### src/rtl/victim_cache_ctrl.sv
`default_nettype none
// ============================================================================
//  Module   : victim_cache_ctrl
//  Purpose  : L1 miss-path sequencer for a small fully associative victim
//             cache. Keeps the victim metadata (valid, dirty, tag) and the FIFO
//             replacement pointer. Line data lives in an external array that
//             is reached through vc_idx_o / vc_we_o. Each L1 miss probes the
//             victim entries. A hit swaps the line with the L1. A miss can
//             write back a dirty victim and then fetches the line from memory.
//  Options  : define VICTIM_CACHE_PERF_EN to add saturating hit, miss and
//             write-back counters.
//  Revision : 1.0  initial release
// ============================================================================
module victim_cache_ctrl #(
   parameter int LINE_WIDTH = 128,
   parameter int TAG_WIDTH  = 26,
   parameter int VC_ENTRIES = 4
) (
   input  logic                          clk,
   input  logic                          rst,
   input  logic                          miss_req_i,
   input  logic [TAG_WIDTH-1:0]          miss_tag_i,
   input  logic                          evict_valid_i,
   input  logic                          evict_dirty_i,
   input  logic [TAG_WIDTH-1:0]          evict_tag_i,
   input  logic [LINE_WIDTH-1:0]         evict_data_i,
   output logic                          refill_valid_o,
   output logic [LINE_WIDTH-1:0]         refill_data_o,
   output logic                          refill_dirty_o,
   output logic                          miss_done_o,
   output logic [$clog2(VC_ENTRIES)-1:0] vc_idx_o,
   output logic                          vc_we_o,
   output logic [LINE_WIDTH-1:0]         vc_wdata_o,
   input  logic [LINE_WIDTH-1:0]         vc_rdata_i,
   output logic                          mem_wr_req_o,
   output logic [TAG_WIDTH-1:0]          mem_wr_tag_o,
   output logic [LINE_WIDTH-1:0]         mem_wr_data_o,
   input  logic                          mem_wr_ack_i,
   output logic                          mem_rd_req_o,
   output logic [TAG_WIDTH-1:0]          mem_rd_tag_o,
   input  logic                          mem_rd_valid_i,
   input  logic [LINE_WIDTH-1:0]         mem_rd_data_i
`ifdef VICTIM_CACHE_PERF_EN
  ,output logic [31:0]                   perf_hit_cnt_o,
   output logic [31:0]                   perf_miss_cnt_o,
   output logic [31:0]                   perf_wb_cnt_o
`endif
);

   localparam int IDX_W = $clog2(VC_ENTRIES);

   typedef enum logic [2:0] {
      S_IDLE  = 3'd0,
      S_PROBE = 3'd1,
      S_SWAP  = 3'd2,
      S_WB    = 3'd3,
      S_FILL  = 3'd4,
      S_DONE  = 3'd5
   } state_t;

   state_t                 state_q, state_d;
   logic [VC_ENTRIES-1:0]  valid_q;
   logic [VC_ENTRIES-1:0]  dirty_q;
   logic [TAG_WIDTH-1:0]   tag_q [VC_ENTRIES];
   logic [IDX_W-1:0]       ptr_q;
   logic [IDX_W-1:0]       hit_idx_q;

   logic [VC_ENTRIES-1:0]  match;
   logic                   hit_any;
   logic [IDX_W-1:0]       hit_idx;

   // Only valid entries may take part in the tag match.
   for (genvar i = 0; i < VC_ENTRIES; i++) begin : g_cmp
      assign match[i] = valid_q[i] && (tag_q[i] == miss_tag_i);
   end

   // Pick the lowest matching index in case corrupted metadata matches twice.
   always_comb begin
      hit_any = |match;
      hit_idx = '0;
      for (int i = VC_ENTRIES - 1; i >= 0; i--) begin
         if (match[i]) hit_idx = IDX_W'(i);
      end
   end

   // State register. Reset aborts any sequence in flight.
   always_ff @(posedge clk or negedge rst) begin
      if (!rst) state_q <= S_IDLE;
      else      state_q <= state_d;
   end

   // Next-state and output decode. All outputs are quiet outside their phase.
   always_comb begin
      state_d        = state_q;
      refill_valid_o = 1'b0;
      refill_data_o  = '0;
      refill_dirty_o = 1'b0;
      miss_done_o    = 1'b0;
      vc_idx_o       = '0;
      vc_we_o        = 1'b0;
      vc_wdata_o     = '0;
      mem_wr_req_o   = 1'b0;
      mem_wr_tag_o   = '0;
      mem_wr_data_o  = '0;
      mem_rd_req_o   = 1'b0;
      mem_rd_tag_o   = '0;
      case (state_q)
         S_IDLE: begin
            if (miss_req_i) state_d = S_PROBE;
         end
         S_PROBE: begin
            vc_idx_o = ptr_q;
            if (hit_any)
               state_d = S_SWAP;
            else if (evict_valid_i && valid_q[ptr_q] && dirty_q[ptr_q])
               state_d = S_WB;
            else
               state_d = S_FILL;
         end
         S_SWAP: begin
            vc_idx_o       = hit_idx_q;
            refill_valid_o = 1'b1;
            refill_data_o  = vc_rdata_i;
            refill_dirty_o = dirty_q[hit_idx_q];
            if (evict_valid_i) begin
               vc_we_o    = 1'b1;
               vc_wdata_o = evict_data_i;
            end
            state_d = S_DONE;
         end
         S_WB: begin
            vc_idx_o      = ptr_q;
            mem_wr_req_o  = 1'b1;
            mem_wr_tag_o  = tag_q[ptr_q];
            mem_wr_data_o = vc_rdata_i;
            if (mem_wr_ack_i) state_d = S_FILL;
         end
         S_FILL: begin
            vc_idx_o     = ptr_q;
            mem_rd_req_o = 1'b1;
            mem_rd_tag_o = miss_tag_i;
            if (mem_rd_valid_i) begin
               refill_valid_o = 1'b1;
               refill_data_o  = mem_rd_data_i;
               if (evict_valid_i) begin
                  vc_we_o    = 1'b1;
                  vc_wdata_o = evict_data_i;
               end
               state_d = S_DONE;
            end
         end
         S_DONE: begin
            miss_done_o = 1'b1;
            state_d     = S_IDLE;
         end
         default: state_d = S_IDLE;
      endcase
   end

   // Victim metadata and FIFO pointer updates that follow the sequence.
   always_ff @(posedge clk or negedge rst) begin
      if (!rst) begin
         valid_q   <= '0;
         dirty_q   <= '0;
         ptr_q     <= '0;
         hit_idx_q <= '0;
         for (int i = 0; i < VC_ENTRIES; i++) tag_q[i] <= '0;
      end else begin
         case (state_q)
            S_PROBE: begin
               if (hit_any) hit_idx_q <= hit_idx;
            end
            S_SWAP: begin
               // Swap keeps the entry alive with the L1's line, or frees it.
               if (evict_valid_i) begin
                  tag_q[hit_idx_q]   <= evict_tag_i;
                  dirty_q[hit_idx_q] <= evict_dirty_i;
               end else begin
                  valid_q[hit_idx_q] <= 1'b0;
                  dirty_q[hit_idx_q] <= 1'b0;
               end
            end
            S_WB: begin
               if (mem_wr_ack_i) dirty_q[ptr_q] <= 1'b0;
            end
            S_FILL: begin
               if (mem_rd_valid_i && evict_valid_i) begin
                  valid_q[ptr_q] <= 1'b1;
                  dirty_q[ptr_q] <= evict_dirty_i;
                  tag_q[ptr_q]   <= evict_tag_i;
                  ptr_q          <= ptr_q + IDX_W'(1);
               end
            end
            default: ;
         endcase
      end
   end

`ifdef VICTIM_CACHE_PERF_EN
   logic [31:0] hit_cnt_q, miss_cnt_q, wb_cnt_q;

   // Saturating event counters for probe hits, probe misses and write-backs.
   always_ff @(posedge clk or negedge rst) begin
      if (!rst) begin
         hit_cnt_q  <= '0;
         miss_cnt_q <= '0;
         wb_cnt_q   <= '0;
      end else begin
         if (state_q == S_PROBE && hit_any && hit_cnt_q != 32'hFFFF_FFFF)
            hit_cnt_q <= hit_cnt_q + 32'd1;
         if (state_q == S_PROBE && !hit_any && miss_cnt_q != 32'hFFFF_FFFF)
            miss_cnt_q <= miss_cnt_q + 32'd1;
         if (state_q == S_WB && mem_wr_ack_i && wb_cnt_q != 32'hFFFF_FFFF)
            wb_cnt_q <= wb_cnt_q + 32'd1;
      end
   end

   assign perf_hit_cnt_o  = hit_cnt_q;
   assign perf_miss_cnt_o = miss_cnt_q;
   assign perf_wb_cnt_o   = wb_cnt_q;
`endif

endmodule
`default_nettype wire

### config.mk
export PLATFORM = sky130hd
export DESIGN_NAME = victim_cache_ctrl
export DESIGN_NICKNAME = d
export VERILOG_FILES = /design/src/rtl/victim_cache_ctrl.sv
export SDC_FILE = /design/constraint.sdc
export NUM_CORES = 1
export LEC_CHECK = 0
export BUFFER_PORTS_ARGS = -buffer_cell sky130_fd_sc_hd__buf_2
export CORE_AREA = 4 4 346 348
export CTS_CLUSTER_SIZE = 28
export DETAILED_ROUTE_END_ITERATION = 16
export DIE_AREA = 0 0 350 352
export MAX_ROUTING_LAYER = met4
export PLACE_DENSITY = 0.36
export SLEW_MARGIN = 25
export SYNTH_ARGS = -nofsm -noshare
export SYNTH_HDL_FRONTEND = slang
export SYNTH_SLANG_ARGS = --single-unit
### constraint.sdc
create_clock -name clk -period 5.9 [get_ports clk]
set_input_delay 1.475 -clock clk [delete_from_list [all_inputs] [get_ports clk]]
set_output_delay 1.475 -clock clk [all_outputs]
set_load 0.01 [all_outputs]
Word-level counts from Yosys, hierarchy flattened
Cells that the tools add are included.
W data, S select, Z words.
{ "totals": {"register_bits": 119, "wordCells": 122, "input_bits": 443, "out_inout_bits": 444} }
{ "op_classes": {"n_bitwise": 8, "n_reduce_logical": 22, "addsub": 1, "n_eq_ne": 15, "n_mux": 59, "magnitude_cmp": 8} }
{ "op_table": {"columns": ["operator", "n"], "rows": [
  ["$mux W128", 4],
  ["$pmux W128 S2", 2],
  ["$bwmux W104", 2],
  ["$mux W104", 2],
  ["$pmux W104 S2", 1],
  ["$mux W26", 6],
  ["$demux W26 S2", 2],
  ["$eq A26 B26 Y1", 4],
  ["$bmux W26 S2", 1],
  ["$mux W4", 5],
  ["$mux W3", 5],
  ["$pmux W3 S5", 1],
  ["$and A4 B4 Y4", 3],
  ["$mux W1", 12],
  ["$ne A2 B2 Y1 const B", 6],
  ["$pmux W4 S3", 1],
  ["$reduce_and A3 Y1", 4],
  ["$logic_and A1 B1 Y1", 11],
  ["$bwmux W4", 2],
  ["$mux W2", 4],
  ["$not A4 Y4", 2],
  ["$pmux W4 S2", 1],
  ["$bmux W1 S2", 3],
  ["$eq A3 B2 Y1 const B", 2],
  ["18 further kinds", 27]
]} }

Logic depth before layout (Yosys ltp)
Gate-level depths: netlist (run 1).
{ "logic_depth": {"ltp_word": 8, "ltp_mapped": 8, "depth_no_buf": 6} }

Worst setup path after synthesis (run 1)
No wires, ideal clock.
{ "synth_path": {"path_type": "input to output", "from": "in mem_rd_valid_i", "to": "out refill_data_o[100]", "arrival_time_ps": 2429, "n_path_buf": 3, "stages": 5, "path_slack_ps": 1996, "t_required_ps": 4425, "cell_sequence": "and2_1 clkbuf_1 clkbuf_1 buf_2 a22o_1"} }
{ "synth_between": {"elab_chain_len": 2} }
{ "synth_lines": {"columns": ["item", "line", "text"], "rows": [
  ["start, declared", "41", "input logic mem_rd_valid_i,"],
  ["$mux W128", "142", "if (mem_rd_valid_i) begin"],
  ["$pmux W128 S2", "107", "case (state_q)"],
  ["end, declared", "28", "output logic [LINE_WIDTH-1:0] refill_data_o,"]
]} }
Every way passes these cells.

Worst setup path after layout (run 1)
{ "layout_path": {"from": "reg state_q[0]", "to": "out refill_data_o[69]"} }
{ "layout_between": {"elab_chain_len": 2, "word_cells_on_any_way": 3, "classes_between": "2 x eq/ne; 1 x mux"} }
{ "layout_lines": {"columns": ["item", "line", "text"], "rows": [
  ["start, declared", "61", "state_t state_q, state_d;"],
  ["start signal, assigned", "89", "else state_q <= state_d;"],
  ["$eq A3 B3 Y1 / $eq A3 B2 Y1 (equally long branches)", "107", null],
  ["$pmux W128 S2 (*)", "107", null]
]} }
Every way passes the cells marked *; elsewhere a longest branch is shown, timed or not.

==> results.json, run 1 <==
{
  "tritoncts": "done",
  "gp_congestion": 0.957,
  "cap_violations": 0,
  "slew_viol_final": 0,
  "crit_path_cell_trace": "nor3b_4, and2_4, buf_12, a22o_1, buf_2",
  "vias": 13600,
  "finalSetupViolations": 0,
  "area_growth_syn_to_layout_pct": 63.5,
  "htree_depth": 4,
  "async_flop_share_pct": 100,
  "critical_path_arrival_ns": 2.91,
  "groute.usage.overall_pct": 18.4,
  "maxClockFrequency_ghz": 0.228,
  "initial_utilization_pct": 9.11,
  "critical_path.startpoint": "state_q[0]",
  "design.final.nets": 2359,
  "hold_path.startpoint": "tag_q[4]",
  "worstSkewPairLatency_ns": 0.43,
  "antenna_left": 0,
  "setup_total_negative_slack_ns": 0,
  "reg2regPathDepth": 7,
  "cts-root-to-sink-buffers": 2,
  "most-common-layout-cells": "sky130_fd_sc_hd__buf_2, sky130_fd_sc_hd__and3_1, sky130_fd_sc_hd__a22o_1, sky130_fd_sc_hd__dfrtp_1, sky130_fd_sc_hd__mux2_2",
  "synthesis.area_um2": 10600,
  "p_int_w": 0.00331,
  "fraction_of_power_consumed_by_sequential_logic_pct": 25.9,
  "port_buffers": 886,
  "grt_pass1_wl_um": 146000,
  "power_switching_share_pct": 46.6,
  "clock_tree.root_cell": "sky130_fd_sc_hd__clkbuf_16",
  "setup.worst_path.class": "reg2out",
  "crit_buf_inv": 2,
  "drive_above_1_share_pct": 55.9,
  "synth_warn": 0,
  "layout.cells.most_common": "sky130_fd_sc_hd__buf_2",
  "io_pins": 887,
  "regToRegStartpoint": "state_q[0]",
  "vdd.ir_drop.worst_uv": 194,
  "clkTransAtPathRegs_ns": 0.06,
  "p_switching_w": 0.00289,
  "detail_route.iter0.violations": 1191,
  "outcome": "completed",
  "die_x_um": 350,
  "drt_wl_total_um": 116000,
  "timing.hold.worst.class": "reg2reg",
  "cts_resized": 0,
  "route.detailed.drc": 0,
  "avgSynthCellArea_um2": 9.39,
  "drt-pass1-iter-count": 5,
  "die_area_um2": 123000,
  "timing.critical_path.to_type": "output pin",
  "critical_path.max_stage_delay_ns": 0.69,
  "syn-instance-count": 1128,
  "comb_power_share_pct": 56.6,
  "synth_cell_type_count": 53,
  "p_leak_nw": 9.59,
  "row_count": 125,
  "synthesis.nets": 1575,
  "pd_cells_nw_per_um2": 358,
  "worst_path_dominant_cell_family": "simple AND/OR/NAND/NOR gates",
  "share_clk_of_total_power_pct": 17.6,
  "tritoncts_num_sinks": 119,
  "crit_path_max_fanout": 60,
  "detailedPlacementHpwl_um": 100000,
  "critPathSlowestCell": "sky130_fd_sc_hd__dfrtp_4",
  "worstSetupPathDepth": 5,
  "synth_seq_area_share_pct": 28.1,
  "startpoint_type": "flip-flop",
  "worst_setup_path_endpoint": "refill_data_o[69]",
  "period_minus_slack_ns": 4.39,
  "final.fill_count": 13400,
  "worst-slew-pin-transition_ns": 1.01,
  "dpl.cell_count": 3417,
  "number_of_antenna_violations_at_the_first_check_in_global_routing": 78,
  "cp_data_required_time_ns": 4.43,
  "cts_setup_buffers": 0,
  "inserted_clock_buffers": 17,
  "viasPerCell": 3.91,
  "finalHoldViolCount": 0,
  "unrepaired_setup_endpoints_after_global_routing": "no",
  "post-route-period-util_pct": 74.4,
  "cts_hold_buffers": 0,
  "core_um2": 116000,
  "max_slew_margin_pct": 32.7,
  "die_height_um": 352,
  "largest_net_degree_at_the_start_of_global_routing": 130,
  "timing.rr.end": "tag_q[39]",
  "register_to_register_setup_slack_ns": 2.80,
  "synth_edf_count": 0,
  "instances_no_fill": 3487,
  "drt-wirelength-per-cell_um": 33.3,
  "yosys_register_bits": 119,
  "globalRoute.totalOverflow": 0,
  "finClkSkew_ns": 0.0149,
  "first_global_vias": 13100,
  "ys_dominant_reg_cell": "sky130_fd_sc_hd__dfrtp_1"
}
## worst min-delay path by stage
stage / endpoint / cells past startpoint / slack, ns
after floorplan: tag_q[2] / 1 / 0.50
after global placement: tag_q[2] / 1 / 0.53
after detailed placement: tag_q[4] / 1 / 0.54
after CTS: tag_q[4] / 1 / 0.55
after global routing: tag_q[19] / 1 / 0.57
final: tag_q[4] / 1 / 0.54
## synthesized netlist by cell type, types with 6 or more instances
cell type / count / area share, %
sky130_fd_sc_hd__and3_1: 282 / 17
sky130_fd_sc_hd__a22o_1: 131 / 11
sky130_fd_sc_hd__dfrtp_1: 119 / 28
sky130_fd_sc_hd__clkbuf_1: 109 / 3.9
sky130_fd_sc_hd__mux2_2: 101 / 11
sky130_fd_sc_hd__xnor2_1: 66 / 5.5
sky130_fd_sc_hd__xor2_1: 40 / 3.3
sky130_fd_sc_hd__nand4_1: 39 / 2.3
sky130_fd_sc_hd__and2_1: 30 / 1.8
sky130_fd_sc_hd__mux4_2: 27 / 5.7
sky130_fd_sc_hd__nor2_1: 20 / 0.71
sky130_fd_sc_hd__nand2_1: 18 / 0.64
sky130_fd_sc_hd__buf_2: 17 / 0.80
sky130_fd_sc_hd__nor4_1: 16 / 0.95
sky130_fd_sc_hd__o21ai_0: 14 / 0.66
sky130_fd_sc_hd__a21oi_1: 11 / 0.52
sky130_fd_sc_hd__buf_6: 10 / 1.1
sky130_fd_sc_hd__inv_1: 6 / 0.21
## layout make-up
class                   count  area, um2  area share (%)
diodes                     39       97.6           0.563
clock buffers              24        482            2.78
clock inverters             7        118           0.679
inverters                   6       22.5           0.130
multi-input cells         862       6970            40.2
flip-flops and latches    119       2980            17.2
well taps                1524       1910            11.0
repair buffers            906       4740            27.4
## routing by layer
metal	GRT usage, %	vias to the layer above	share of wire (%)
li1	-	5861	-
met4	6.76	0	4.5
met3	4.23	134	6.4
met2	29.3	730	46
met1	22.5	6921	43
met5	-	-	0
## flip-flops by register name (all words and copies together) (netlist names)
register   flops
dirty_q        4
hit_idx_q      2
ptr_q          2
state_q        3
tag_q        104
valid_q        4
## stage by stage
| stage | utilization (%) | power [W] | hold WS (ns) | setup WS [ns] | area [um2] |
|---|---|---|---|---|---|
| CTS | 14.8 | 0.00628 | 0.551 | 1.44 | 17200 |
| floorplan | - | 0.00347 | 0.495 | 2.00 | 10600 |
| global placement | 14.2 | 0.00517 | 0.532 | 1.64 | 16500 |
| global route | 14.9 | 0.00654 | 0.565 | 1.35 | 17300 |
| finish | 14.9 | 0.00620 | 0.545 | 1.51 | 17300 |
| detailed placement | 14.3 | 0.00517 | 0.537 | 1.65 | 16600 |
## kinds of logic after synthesis
| group | synth area share, % |
|---|---|
| AO/OA/AOI/OAI | 14.0 |
| buffers and inverters | 6.36 |
| AND/OR/NAND/NOR | 25.4 |
| adder cells (fa/ha/maj) | 0.473 |
| multiplexers | 16.9 |
| flip-flops | 28.1 |
| XOR/XNOR | 8.77 |
## power groups by stage
stage               clock network, W  registers [W]  logic [W]
floorplan                          0        0.00143    0.00204
global placement                   0        0.00162    0.00355
detailed placement                 0        0.00162    0.00354
CTS                          0.00111        0.00161    0.00356
global route                 0.00114        0.00167    0.00373
finish                       0.00109        0.00160    0.00351
Power figures use the tool's default switching activity.
==> run 2, diff against run 1 <==
==> constraint.sdc (replaced) <==
create_clock -name clk -period 4.41 [get_ports clk]
set_input_delay 1.1025 -clock clk [delete_from_list [all_inputs] [get_ports clk]]
set_output_delay 1.1025 -clock clk [all_outputs]
set_load 0.01 [all_outputs]
==> results.json, run 2 (synthesis gave the netlist of run 1 again) <==
{
  "final.fill_count": 13500,
  "clock_tree.root_cell": "sky130_fd_sc_hd__clkbuf_16",
  "setup.worst_path.class": "reg2out",
  "layout_top_registers": "tag_q (104), dirty_q (4), valid_q (4)",
  "die_height_um": 352,
  "reg2regPathDepth": 7,
  "io_pins": 887,
  "viasPerCell": 3.89,
  "register_to_register_setup_slack_ns": 1.48,
  "grtUsageMet1_pct": 22.6,
  "worstSkewPairLatency_ns": 0.43,
  "p_leak_nw": 9.62,
  "flip_flop_count_of_the_largest_register_all_copies_and_words_added": 104,
  "die_area_um2": 123000,
  "worst-slew-pin-transition_ns": 0.940,
  "outcome": "completed",
  "crit_path_max_fanout": 36,
  "finalHoldViolCount": 0,
  "antenna_left": 0,
  "most-common-layout-cells": "sky130_fd_sc_hd__buf_2, sky130_fd_sc_hd__and3_1, sky130_fd_sc_hd__a22o_1, sky130_fd_sc_hd__dfrtp_1, sky130_fd_sc_hd__mux2_2",
  "seqCellArea_um2": 2980,
  "initial_utilization_pct": 9.11,
  "cts_setup_buffers": 0,
  "groute.usage.overall_pct": 18.2,
  "drt-pass1-iter-count": 5,
  "core_um2": 116000,
  "vias": 13600,
  "cts_resized": 0,
  "design.final.nets": 2373,
  "period_minus_slack_ns": 3.99,
  "drive_above_1_share_pct": 56.3,
  "inserted_clock_buffers": 17,
  "drt_wl_total_um": 115000,
  "max_slew_margin_pct": 37.3,
  "cts_hold_buffers": 0,
  "cts-root-to-sink-buffers": 2,
  "tritoncts_num_sinks": 119,
  "largest_net_degree_at_the_start_of_global_routing": 99,
  "multi_input_area_um2": 6970,
  "tritoncts": "done",
  "maxClockFrequency_ghz": 0.251,
  "globalRoute.totalOverflow": 0,
  "final_core_util_pct": 15.0,
  "cap_violations": 0,
  "layout.cells.most_common": "sky130_fd_sc_hd__buf_2",
  "area_growth_syn_to_layout_pct": 64.2,
  "max_flop_register": "tag_q",
  "detail_route.iter0.violations": 1372,
  "min_path_cells": 1,
  "startpoint_type": "flip-flop",
  "htree_depth": 4,
  "timing.critical_path.to_type": "output pin",
  "cp_data_required_time_ns": 3.31,
  "detailedPlacementHpwl_um": 101000,
  "unrepaired_setup_endpoints_after_global_routing": "no",
  "port_buffers": 886,
  "slew_viol_final": 0,
  "first_global_vias": 13300,
  "number_of_antenna_violations_at_the_first_check_in_global_routing": 84,
  "post-route-period-util_pct": 90.4,
  "final.hold.worst_slack_ns": 0.532,
  "groute.layer.met3.usage_pct": 3.62,
  "vdd.ir_drop.worst_uv": 264,
  "globalRouteMet2Util_pct": 30.1,
  "finalSetupViolations": 0,
  "grt_pass1_wl_um": 146000,
  "die_x_um": 350,
  "row_count": 125,
  "clkTransAtPathRegs_ns": 0.06,
  "timing.hold.worst.class": "reg2reg",
  "grt_busiest_layer": "met2",
  "critical_path_arrival_ns": 2.89,
  "drt-wirelength-per-cell_um": 32.8,
  "pd_cells_nw_per_um2": 473,
  "route.detailed.drc": 0,
  "setup_total_negative_slack_ns": 0,
  "gp_congestion": 0.975,
  "finClkSkew_ns": 0.0115
}
## run 2: cell count changes in the layout (fill, tap and decap cells not counted)
| cell | change |
|---|---|
| sky130_fd_sc_hd__clkbuf_1 | -1 |
| sky130_fd_sc_hd__buf_16 | -4 |
| sky130_fd_sc_hd__inv_6 | -1 |
| sky130_fd_sc_hd__buf_12 | +5 |
| sky130_fd_sc_hd__diode_2 | +8 |
| sky130_fd_sc_hd__clkinv_4 | -1 |
| sky130_fd_sc_hd__clkinvlp_4 | +4 |
| sky130_fd_sc_hd__clkbuf_8 | +1 |
| sky130_fd_sc_hd__buf_4 | +13 |
| sky130_fd_sc_hd__bufinv_16 | -2 |
## run 2: where the power goes
part / leakage (nW) / internal, W / switching [W]
Sequential: 1.47 / 0.00157 / 0.000621
Combinational: 7.89 / 0.00196 / 0.00273
Clock: 0.265 / 0.000829 / 0.000517
## run 2: worst max-delay path, stage by stage, from the launching register on
cell and delay (ns):
sky130_fd_sc_hd__dfrtp_1 0.47, sky130_fd_sc_hd__nand2b_1 0.44, sky130_fd_sc_hd__nor2_4 0.62, sky130_fd_sc_hd__buf_12 0.29, sky130_fd_sc_hd__a22o_1 0.40, sky130_fd_sc_hd__buf_2 0.21
## run 2: stage by stage
step	cells	worst slack (ns)	power (W)	instance area (um2)
after floorplan	1128	1.25	0.00465	10600
after global placement	3431	0.669	0.00695	16700
after detailed placement	3431	0.677	0.00692	16700
after CTS	3462	0.276	0.00832	17300
after global routing	3496	0.248	0.00867	17400
final	3509	0.422	0.00823	17400
## run 2: layout make-up
cell class	count	share of cell area, %
antenna	47	0.676
clock buffer	24	2.83
clock inverter	7	0.403
inverter	6	0.130
multi-input combinational	862	40.1
sequential	119	17.2
tap	1524	11.0
timing repair buffer	920	27.8
## run 2: path summary, 6_finish.rpt
check                            from                  to
max in group asynchronous         rst           tag_q[63]
setup reg to reg           state_q[2]           tag_q[87]
setup / recovery           state_q[2]  refill_data_o[127]
min in group asynchronous         rst           tag_q[75]
hold reg to reg              tag_q[4]            tag_q[4]
hold / removal               tag_q[4]            tag_q[4]
## run 2: routing by layer
metal,vias to the layer above,part of all wire (%)
met4,0,3.2
met1,6845,43
li1,5896,-
met3,142,6.2
met2,765,48
met5,-,0
